File: src/rtl/mips_mem_responder_if.sv
// Byte-wide memory bus between the MIPS core and its memory responder,
// plus the TX FIFO drain handshake and the access-statistics outputs.
// master = core/consumer side, slave = responder side.
interface mips_mem_responder_if #(
  parameter int WIDTH = 8
);
  logic             memread;
  logic             memwrite;
  logic [WIDTH-1:0] adr;
  logic [WIDTH-1:0] writedata;
  logic [WIDTH-1:0] memdata;
  logic             out_valid;
  logic [7:0]       out_data;
  logic             out_ready;
  logic [15:0]      rd_count;
  logic [15:0]      wr_count;

  modport master (
    output memread, memwrite, adr, writedata, out_ready,
    input  memdata, out_valid, out_data, rd_count, wr_count
  );

  modport slave (
    input  memread, memwrite, adr, writedata, out_ready,
    output memdata, out_valid, out_data, rd_count, wr_count
  );
endinterface

File: src/rtl/mips_mem_responder.sv
// Unified instruction/data RAM with a TX-data/STATUS I/O window at the top of the address space.
// Latency: reads are combinational from adr; TX pushes appear on out_valid/out_data one cycle after the write edge.
// Backpressure: out_ready stalls the TX FIFO; pushes into a full FIFO with no pop are dropped and set sticky overflow.
// Optional MEMRESP_STATS_EN macro adds 16-bit wrapping read/write access counters (otherwise tied to 0).
module mips_mem_responder #(
  parameter int    WIDTH    = 8,
  parameter int    FIFO_AW  = 2,
  parameter string INITFILE = ""
) (
  input logic                   clk,
  input logic                   reset,
  mips_mem_responder_if.slave   bus
);

  localparam int               RAM_DEPTH  = 2**WIDTH - 2;
  localparam int               FIFO_DEPTH = 2**FIFO_AW;
  localparam logic [WIDTH-1:0] TXDATA_ADR = {WIDTH{1'b1}};
  localparam logic [WIDTH-1:0] STATUS_ADR = {{(WIDTH-1){1'b1}}, 1'b0};

  logic [WIDTH-1:0] ram [0:RAM_DEPTH-1];
  logic [7:0]       fifo_mem [0:FIFO_DEPTH-1];

  logic [FIFO_AW:0] wptr, rptr, wptr_n, rptr_n;
  logic             out_valid_q;
  logic [7:0]       out_data_q;
  logic             overflow;

  logic             is_ram, is_tx, is_status;
  logic             fifo_empty, fifo_full;
  logic             push, pop, push_ok, ovf_set, ovf_clr;
  logic [7:0]       wbyte, head_n;

  assign is_tx     = (bus.adr == TXDATA_ADR);
  assign is_status = (bus.adr == STATUS_ADR);
  assign is_ram    = !is_tx && !is_status;
  assign wbyte     = bus.writedata[7:0];

  // Full/empty from the extra pointer MSB: same low bits, MSBs differ means wrapped once.
  assign fifo_empty = (wptr == rptr);
  assign fifo_full  = (wptr[FIFO_AW] != rptr[FIFO_AW]) &&
                      (wptr[FIFO_AW-1:0] == rptr[FIFO_AW-1:0]);

  // A pop frees a slot in the same edge, so a push into a full FIFO only drops when nothing drains.
  assign push    = bus.memwrite && is_tx;
  assign pop     = out_valid_q && bus.out_ready;
  assign push_ok = reset && push && (!fifo_full || pop);
  assign ovf_set = push && fifo_full && !pop;
  assign ovf_clr = bus.memread && is_status;

  assign wptr_n = push_ok ? wptr + 1'b1 : wptr;
  assign rptr_n = pop     ? rptr + 1'b1 : rptr;

  // Next head byte: the slot being written this edge only becomes the head when it is the sole entry.
  assign head_n = (push_ok && (wptr[FIFO_AW-1:0] == rptr_n[FIFO_AW-1:0])) ?
                  wbyte : fifo_mem[rptr_n[FIFO_AW-1:0]];

  // Zero-latency read mux; driven regardless of memread.
  always_comb begin
    bus.memdata = '0;
    if (is_status)
      bus.memdata = {{(WIDTH-3){1'b0}}, overflow, fifo_full, fifo_empty};
    else if (is_ram)
      bus.memdata = ram[bus.adr];
  end

  // RAM store; contents survive reset.
  always_ff @(posedge clk) begin
    if (bus.memwrite && is_ram)
      ram[bus.adr] <= bus.writedata;
  end

  // FIFO storage write; push_ok already excludes reset cycles and dropped pushes.
  always_ff @(posedge clk) begin
    if (push_ok)
      fifo_mem[wptr[FIFO_AW-1:0]] <= wbyte;
  end

  // FIFO pointers, registered head outputs and sticky overflow (set beats clear).
  always_ff @(posedge clk) begin
    if (!reset) begin
      wptr        <= '0;
      rptr        <= '0;
      out_valid_q <= 1'b0;
      out_data_q  <= '0;
      overflow    <= 1'b0;
    end else begin
      wptr        <= wptr_n;
      rptr        <= rptr_n;
      out_valid_q <= (wptr_n != rptr_n);
      out_data_q  <= head_n;
      if (ovf_set)
        overflow <= 1'b1;
      else if (ovf_clr)
        overflow <= 1'b0;
    end
  end

  assign bus.out_valid = out_valid_q;
  assign bus.out_data  = out_data_q;

`ifdef MEMRESP_STATS_EN
  logic [15:0] rd_cnt, wr_cnt;

  // Access counters, free-running and wrapping at 16 bits.
  always_ff @(posedge clk) begin
    if (!reset) begin
      rd_cnt <= '0;
      wr_cnt <= '0;
    end else begin
      if (bus.memread)
        rd_cnt <= rd_cnt + 16'd1;
      if (bus.memwrite)
        wr_cnt <= wr_cnt + 16'd1;
    end
  end

  assign bus.rd_count = rd_cnt;
  assign bus.wr_count = wr_cnt;
`else
  assign bus.rd_count = '0;
  assign bus.wr_count = '0;
`endif

endmodule
File: src/flat_wrapper.sv
// flat-port wrapper written by rule: the top's interface ports become plain ports
module mips_mem_responder_flat 
#(
  parameter int    WIDTH    = 8,
  parameter int    FIFO_AW  = 2,
  parameter string INITFILE = ""
)
  (clk, reset, bus_memread, bus_memwrite, bus_adr, bus_writedata, bus_out_ready, bus_memdata, bus_out_valid, bus_out_data, bus_rd_count, bus_wr_count);
  mips_mem_responder_if #(.WIDTH(WIDTH)) bus_i ();
  input logic clk;
  input logic reset;
  input wire logic [$bits(bus_i.memread)-1:0] bus_memread;
  input wire logic [$bits(bus_i.memwrite)-1:0] bus_memwrite;
  input wire logic [$bits(bus_i.adr)-1:0] bus_adr;
  input wire logic [$bits(bus_i.writedata)-1:0] bus_writedata;
  input wire logic [$bits(bus_i.out_ready)-1:0] bus_out_ready;
  output wire logic [$bits(bus_i.memdata)-1:0] bus_memdata;
  output wire logic [$bits(bus_i.out_valid)-1:0] bus_out_valid;
  output wire logic [$bits(bus_i.out_data)-1:0] bus_out_data;
  output wire logic [$bits(bus_i.rd_count)-1:0] bus_rd_count;
  output wire logic [$bits(bus_i.wr_count)-1:0] bus_wr_count;
  assign bus_i.memread = bus_memread;
  assign bus_i.memwrite = bus_memwrite;
  assign bus_i.adr = bus_adr;
  assign bus_i.writedata = bus_writedata;
  assign bus_i.out_ready = bus_out_ready;
  assign bus_memdata = bus_i.memdata;
  assign bus_out_valid = bus_i.out_valid;
  assign bus_out_data = bus_i.out_data;
  assign bus_rd_count = bus_i.rd_count;
  assign bus_wr_count = bus_i.wr_count;
  mips_mem_responder #(.WIDTH(WIDTH), .FIFO_AW(FIFO_AW), .INITFILE(INITFILE)) u_core (.clk(clk), .reset(reset), .bus(bus_i));
endmodule
File: config.mk
export PLATFORM = sky130hd
export DESIGN_NAME = mips_mem_responder_flat
export DESIGN_NICKNAME = d
export VERILOG_FILES = /design/src/rtl/mips_mem_responder_if.sv /design/src/rtl/mips_mem_responder.sv /design/src/flat_wrapper.sv
export SDC_FILE = /design/constraint.sdc
export NUM_CORES = 2
export LEC_CHECK = 0
export ABC_AREA = 1
export BUFFER_PORTS_ARGS = -buffer_cell sky130_fd_sc_hd__buf_4
export CAP_MARGIN = 20
export CORE_UTILIZATION = 35
export CTS_CLUSTER_DIAMETER = 50
export DETAILED_ROUTE_END_ITERATION = 10
export HOLD_SLACK_MARGIN = 0.03
export SLEW_MARGIN = 0
export SYNTH_ARGS = -nofsm -noshare
export SYNTH_HDL_FRONTEND = slang
export SYNTH_SLANG_ARGS = --single-unit
File: constraint.sdc
create_clock -name clk -period 3.1 [get_ports clk]
set_clock_uncertainty 0.15 [all_clocks]
set_input_delay 0.465 -clock clk [delete_from_list [all_inputs] [get_ports clk]]
set_output_delay 0.465 -clock clk [all_outputs]
set_load 0.1 [all_outputs]
## Word-level counts from Yosys, hierarchy flattened

Memories as Yosys holds them, arrays and structs flattened. A register that Yosys moved wholly into a read port is not among the register bits.
Index checks and enable logic that the tools add are counted.

| operators by class | value |
|---|---|
| muxes and demuxes | 10 |
| eq/ne operators | 6 |
| reduce and logical (&&, ||, !) cells | 17 |
| add/sub/neg operators | 2 |

Operator list:

| cell | number |
|---|---|
| $eq 8x8->1 const B | 2 |
| $mux 8 | 2 |
| $logic_and 1x1->1 | 10 |
| $add 3x1->3 const B | 2 |
| $mux 1 | 6 |
| $mux 3 | 2 |
| $logic_not 1->1 | 5 |
| $eq 3x3->1 | 1 |
| $ne 3x3->1 | 1 |
| $eq 2x2->1 | 1 |
| $reduce_bool 2->1 | 1 |
| $logic_or 1x1->1 | 1 |
| $ne 1x1->1 | 1 |

| storage, ports and cells | value |
|---|---|
| bits in writable memories | 2,064 |
| output and inout bits | 49 |
| word-level logic and storage cells | 41 |
| flip-flop bits (word level) | 8 |
| memories kept | 2 |

Memories:

| name | depth | width | rd ports | clocked after memory_dff | wr ports | line | source |
|---|---|---|---|---|---|---|---|
| u_core.ram | 254 | 8 | 1 | 0 | 1 | mips_mem_responder.sv:20 | `logic [WIDTH-1:0] ram [0:RAM_DEPTH-1];` |
| u_core.fifo_mem | 4 | 8 | 1 | 1 | 1 | mips_mem_responder.sv:21 | `logic [7:0] fifo_mem [0:FIFO_DEPTH-1];` |

## Logic depth before layout (Yosys ltp)

| depth | value |
|---|---|
| word-level depth | 7 |
| mapped depth | 18 |
| gate-level depth less buffers | 15 |

## Worst setup path after synthesis

OpenSTA, ideal clock, no wires.

| path | value |
|---|---|
| path kind | input -> output |
| start point | input bus_adr[0] |
| end point | output bus_memdata[7] |
| stages | 15 |
| path buffers | 4 |
| required time | 2,485 ps |
| slack | -500 ps |
| arrival | 2,985 ps |
| cells stage by stage | buf_4 -> nor2_2 -> buf_4 -> buf_4 -> buf_2 -> nand2_1 -> nand4_1 -> nand2_1 -> nand4_1 -> nand2_1 -> nand2_1 -> nand2_1 -> nand3_1 -> nor2_1 -> nor2_1 |

| on the way | value |
|---|---|
| word-level cells in the longest chain between the ends | 5 |
| elaborated cells between the ends (all ways) | 8 |
| classes of those cells | eq/ne: 2; mux: 2; reduce/logical: 3; memory: 1 |

RTL lines:

| item | line | source |
|---|---|---|
| start, declared | flat_wrapper.sv:14 | `input wire logic [$bits(bus_i.adr)-1:0] bus_adr;` |
| parallel branches: the longest is 4 deep, another holds $mem_v2 254x8 | -- |  |
| $mux 8 * | mips_mem_responder.sv:60 | `if (is_status)` |
| end, declared | flat_wrapper.sv:17 | `output wire logic [$bits(bus_i.memdata)-1:0] bus_memdata;` |

Mark *: on every way between the ends.

## Worst setup path in the final report

| path | value |
|---|---|
| start point | input bus_adr[1] |
| end point | output bus_memdata[2] |

Same word-level chain as after synthesis.

==> impl_metrics.csv <==
group,metric,value,unit
critical_path,reg2regPathDepth,9,
finish,instances_no_fill,11104,
synth,netlist.area_leader.share,74.4,%
status,violations,"negative setup slack",
global_routing,grt_use_total,19.7,%
flow_run,maxCapViolations,0,
global_routing,grt_pass1_vias,54085,
die,rows,178,
sta,worst_slack,-0.459,ns
clocking,htree_num_levels,4,
synth,yosys-top-cells-count,"3529 x nand2_1, 2064 x edfxtp_1, 624 x nor2_1",
clocking,worstSkewPairLatency,0.87,ns
placement,io_buffers,37,
clocking,cts_sinks,2080,
synth,yosysTopAreaCell,"edfxtp_1",
power_and_ir_drop,internal_power,47.1,mW
routing,drtPass1Iterations,6,
critical_path,crit_required,2.48,ns
synth,ys_top_cells_by_area,"edfxtp_1 74%, nand2_1 16%, nor2_1 2.8%",
critical_path,cp_cell_sequence,"buf_8 -> inv_8 -> buf_4 -> buf_12 -> buf_12 -> buf_12 -> nand2_1 -> nand2_1 -> nand2_1 -> nand2_2 -> nor2_2 -> nor2_1 -> nor2_2 -> nand2_2 -> nand2_2 -> nand2_4 -> o21ai_4 -> nand2_2 -> buf_12",
routing,drc,0,
critical_path,start_kind,"input port",
power_and_ir_drop,comb_power_share,7.2,%
power_and_ir_drop,p_switching,14.3,mW
critical_path,cp-end-kind,"output pin",
synth,synthFlopType,"edfxtp_1",
finish,postLayoutCellArea,101000,um^2
power_and_ir_drop,clkPwrFrac,42.4,%
critical_path,crit_fanout,23,
synth,syn_area_per_cell,11.6,um^2
critical_path,critPathKind,"input port to output pin",
die,die_h,490,um
clocking,cts_tree,"built",
routing,routedWlPerCell,21.8,um
global_routing,antenna_found_initial,2,
power_and_ir_drop,netSwitchingFraction,23.3,%
global_routing,grt.overflow.total,0,
sta,finalMaxSlewViolations,0,
critical_path,cp.depth,19,
clocking,cts_buffers,219,
routing,drt-initial-drc-count,6127,
synth,synth_area,83300,um^2
global_routing,grt_max_degree,88,
power_and_ir_drop,peakVddDrop,0.000540,V
synth,synth_cell_types,34,
finish,drive_gt1_share,16.1,%
sta,rsz0062_at_grt,"true",
status,outcome,"finished with violations",
global_routing,grt_pass1_wl,354,mm
sta,max_freq,0.281,GHz
die,pin_count,70,
clocking,clk_pin_slew,0.06,ns
critical_path,path_buf_inv,7,
synth,synth_cells,7207,
die,core,236000,um^2
placement,gp_congestion,0.876,
sta,final.min_clock_period,3.56,ns
power_and_ir_drop,power.density,608,nW/um^2
routing,vias,55800,
routing,viasPerCell,5.03,
synth,async_reset_ff_share,0,%
power_and_ir_drop,leakagePower,37.5,nW
synth,synth_edf_count,2064,
sta,setup-tns-final,-2.91,ns
sta,fin_crit_sh,115,%
critical_path,arrival,2.94,ns
sta,max_slew_margin,30.4,%
sta,setup_viol_count_final,8,
clocking,cts_buffer_depth,3,
routing,final_antenna_net_count,0,
clocking,cts_root_buf,"clkbuf_16",
placement,dpl_cell_area,92300,um^2
synth,yosysWarnings,0,
critical_path,path_delay_family,"simple AND/OR/NAND/NOR gates",
power_and_ir_drop,p_seq_share,50.4,%
synth,ys_seq_area_share,74.8,%
critical_path,critPathSlowestCell,"o21ai_4",
placement,place_inst,10666,
finish,layout.nets,7787,
placement,hpwl,153,mm
critical_path,max_stage_delay,0.27,ns
hold_path,hold_depth,4,
die,die_w,490,um
die,dieArea,240000,um^2
hold_path,hp-class,"input port to flop",
sta,worstMarginPinSlew,1.04,ns
synth,ys_seq_elements,2080,
finish,synthToLayoutAreaGrowth,21.3,%
routing,wl,242,mm
finish,final_core_util,42.9,%
die,start_util,35.3,%
synth,synth.most_common_cell,"nand2_1",
sta,hold_violations,0,
## layout by cell type (no fill, tap or decap), types with 29 or more instances in the layout
master     instances
buf_4            515
nand3_1           49
inv_1             31
nand4_1          266
clkinv_1          64
o21ai_0           33
nor2_1           523
clkbuf_1          43
conb_1            32
nand2_2          104
clkbuf_16        225
nor2_4            36
nand2_1         3405
clkinv_2          29
nor2_2            68
edfxtp_1        2064
a22oi_1           76
buf_12           127
## final timing paths
kind | start | end | slack (ns)
max | bus_adr[1] | bus_memdata[2] | -0.46
min reg2reg | u_core.wptr[0] | u_core.wptr[0] | 0.41
max reg2reg | u_core.rptr[0] | u_core.bus.out_data[1] | 0.92
min | bus_memwrite | u_core.ram[228][3] | 0.28
## cells by family after synthesis
family / count (synthesis) / synth area share, %
buf+inv: 442 / 2.49
flops: 2080 / 74.8
xor+xnor: 9 / 0.111
simple gates: 4499 / 21.2
compound gates: 171 / 1.33
fa+ha+maj: 5 / 0.0751
other cells: 1 / 0.00450
## routing by layer
metal  share of wire, %  vias to the layer above  global-route usage (%)  wire length [um]
met1                 42                    27533                    26.9            102000
met3                7.8                      374                    3.11             19000
met2                 47                     2322                    31.7            113000
li1                   -                    25571                       -                 -
met4                3.4                        0                    6.69              8160
met5                  0                        -                       0                 0
## through the flow
stage	setup WS, ns	hold WS [ns]	total power, mW
after floorplan	0.0716	0.303	33.5
after global placement	-1.26	0.324	35.6
after detailed placement	-1.21	0.360	35.6
after CTS	-0.407	0.217	61.6
after global routing	-0.497	0.265	63.1
final	-0.459	0.280	61.5
## worst register-to-register path, stage by stage (launching register included)
cell and delay (ns):
dfxtp_1 0.34, ha_1 0.29, inv_1 0.03, o21ai_0 0.15, buf_4 0.24, xor2_1 0.20, nor3_2 0.07, inv_1 0.31
o211ai_1 0.15, o211a_1 0.14
## power by group through the flow
stage	Sequential, mW	Clock (mW)	Combinational (mW)
after floorplan	31.6	0	1.91
after global placement	31.6	0	4.03
after detailed placement	31.6	0	4.05
after CTS	31.0	26.4	4.31
after global routing	31.0	27.4	4.70
final	31.0	26.1	4.41
## state kept, by name, indices dropped and copies added, names as in the netlist
| register | flops |
|---|---|
| u_core.wptr | 3 |
| u_core.bus.out_data | 8 |
| u_core.rptr | 3 |
| u_core.fifo_mem | 32 |
| u_core.bus.out_valid | 1 |
| u_core.overflow | 1 |
| u_core.ram | 2032 |
## layout make-up
cell class / instances / area, um^2
Antenna cell: 4 / 10.0
Clock buffer: 265 / 5710
Clock inverter: 145 / 1470
Fill cell: 21543 / 135000
Inverter: 49 / 228
Multi-Input combinational cell: 4716 / 20200
Sequential cell: 2080 / 62300
Tap cell: 3150 / 3940
Timing Repair Buffer: 695 / 7250
## what timing repair did
item,CTS,global route
buffers inserted,10,12
pin swaps,143,68
setup endpoints to repair,8,8
gates resized for setup,285,99
endpoints found under the hold margin,360,0
cloned,4,4
hold buffers,13,0
No activity file was read; power rests on OpenSTA's default activity.
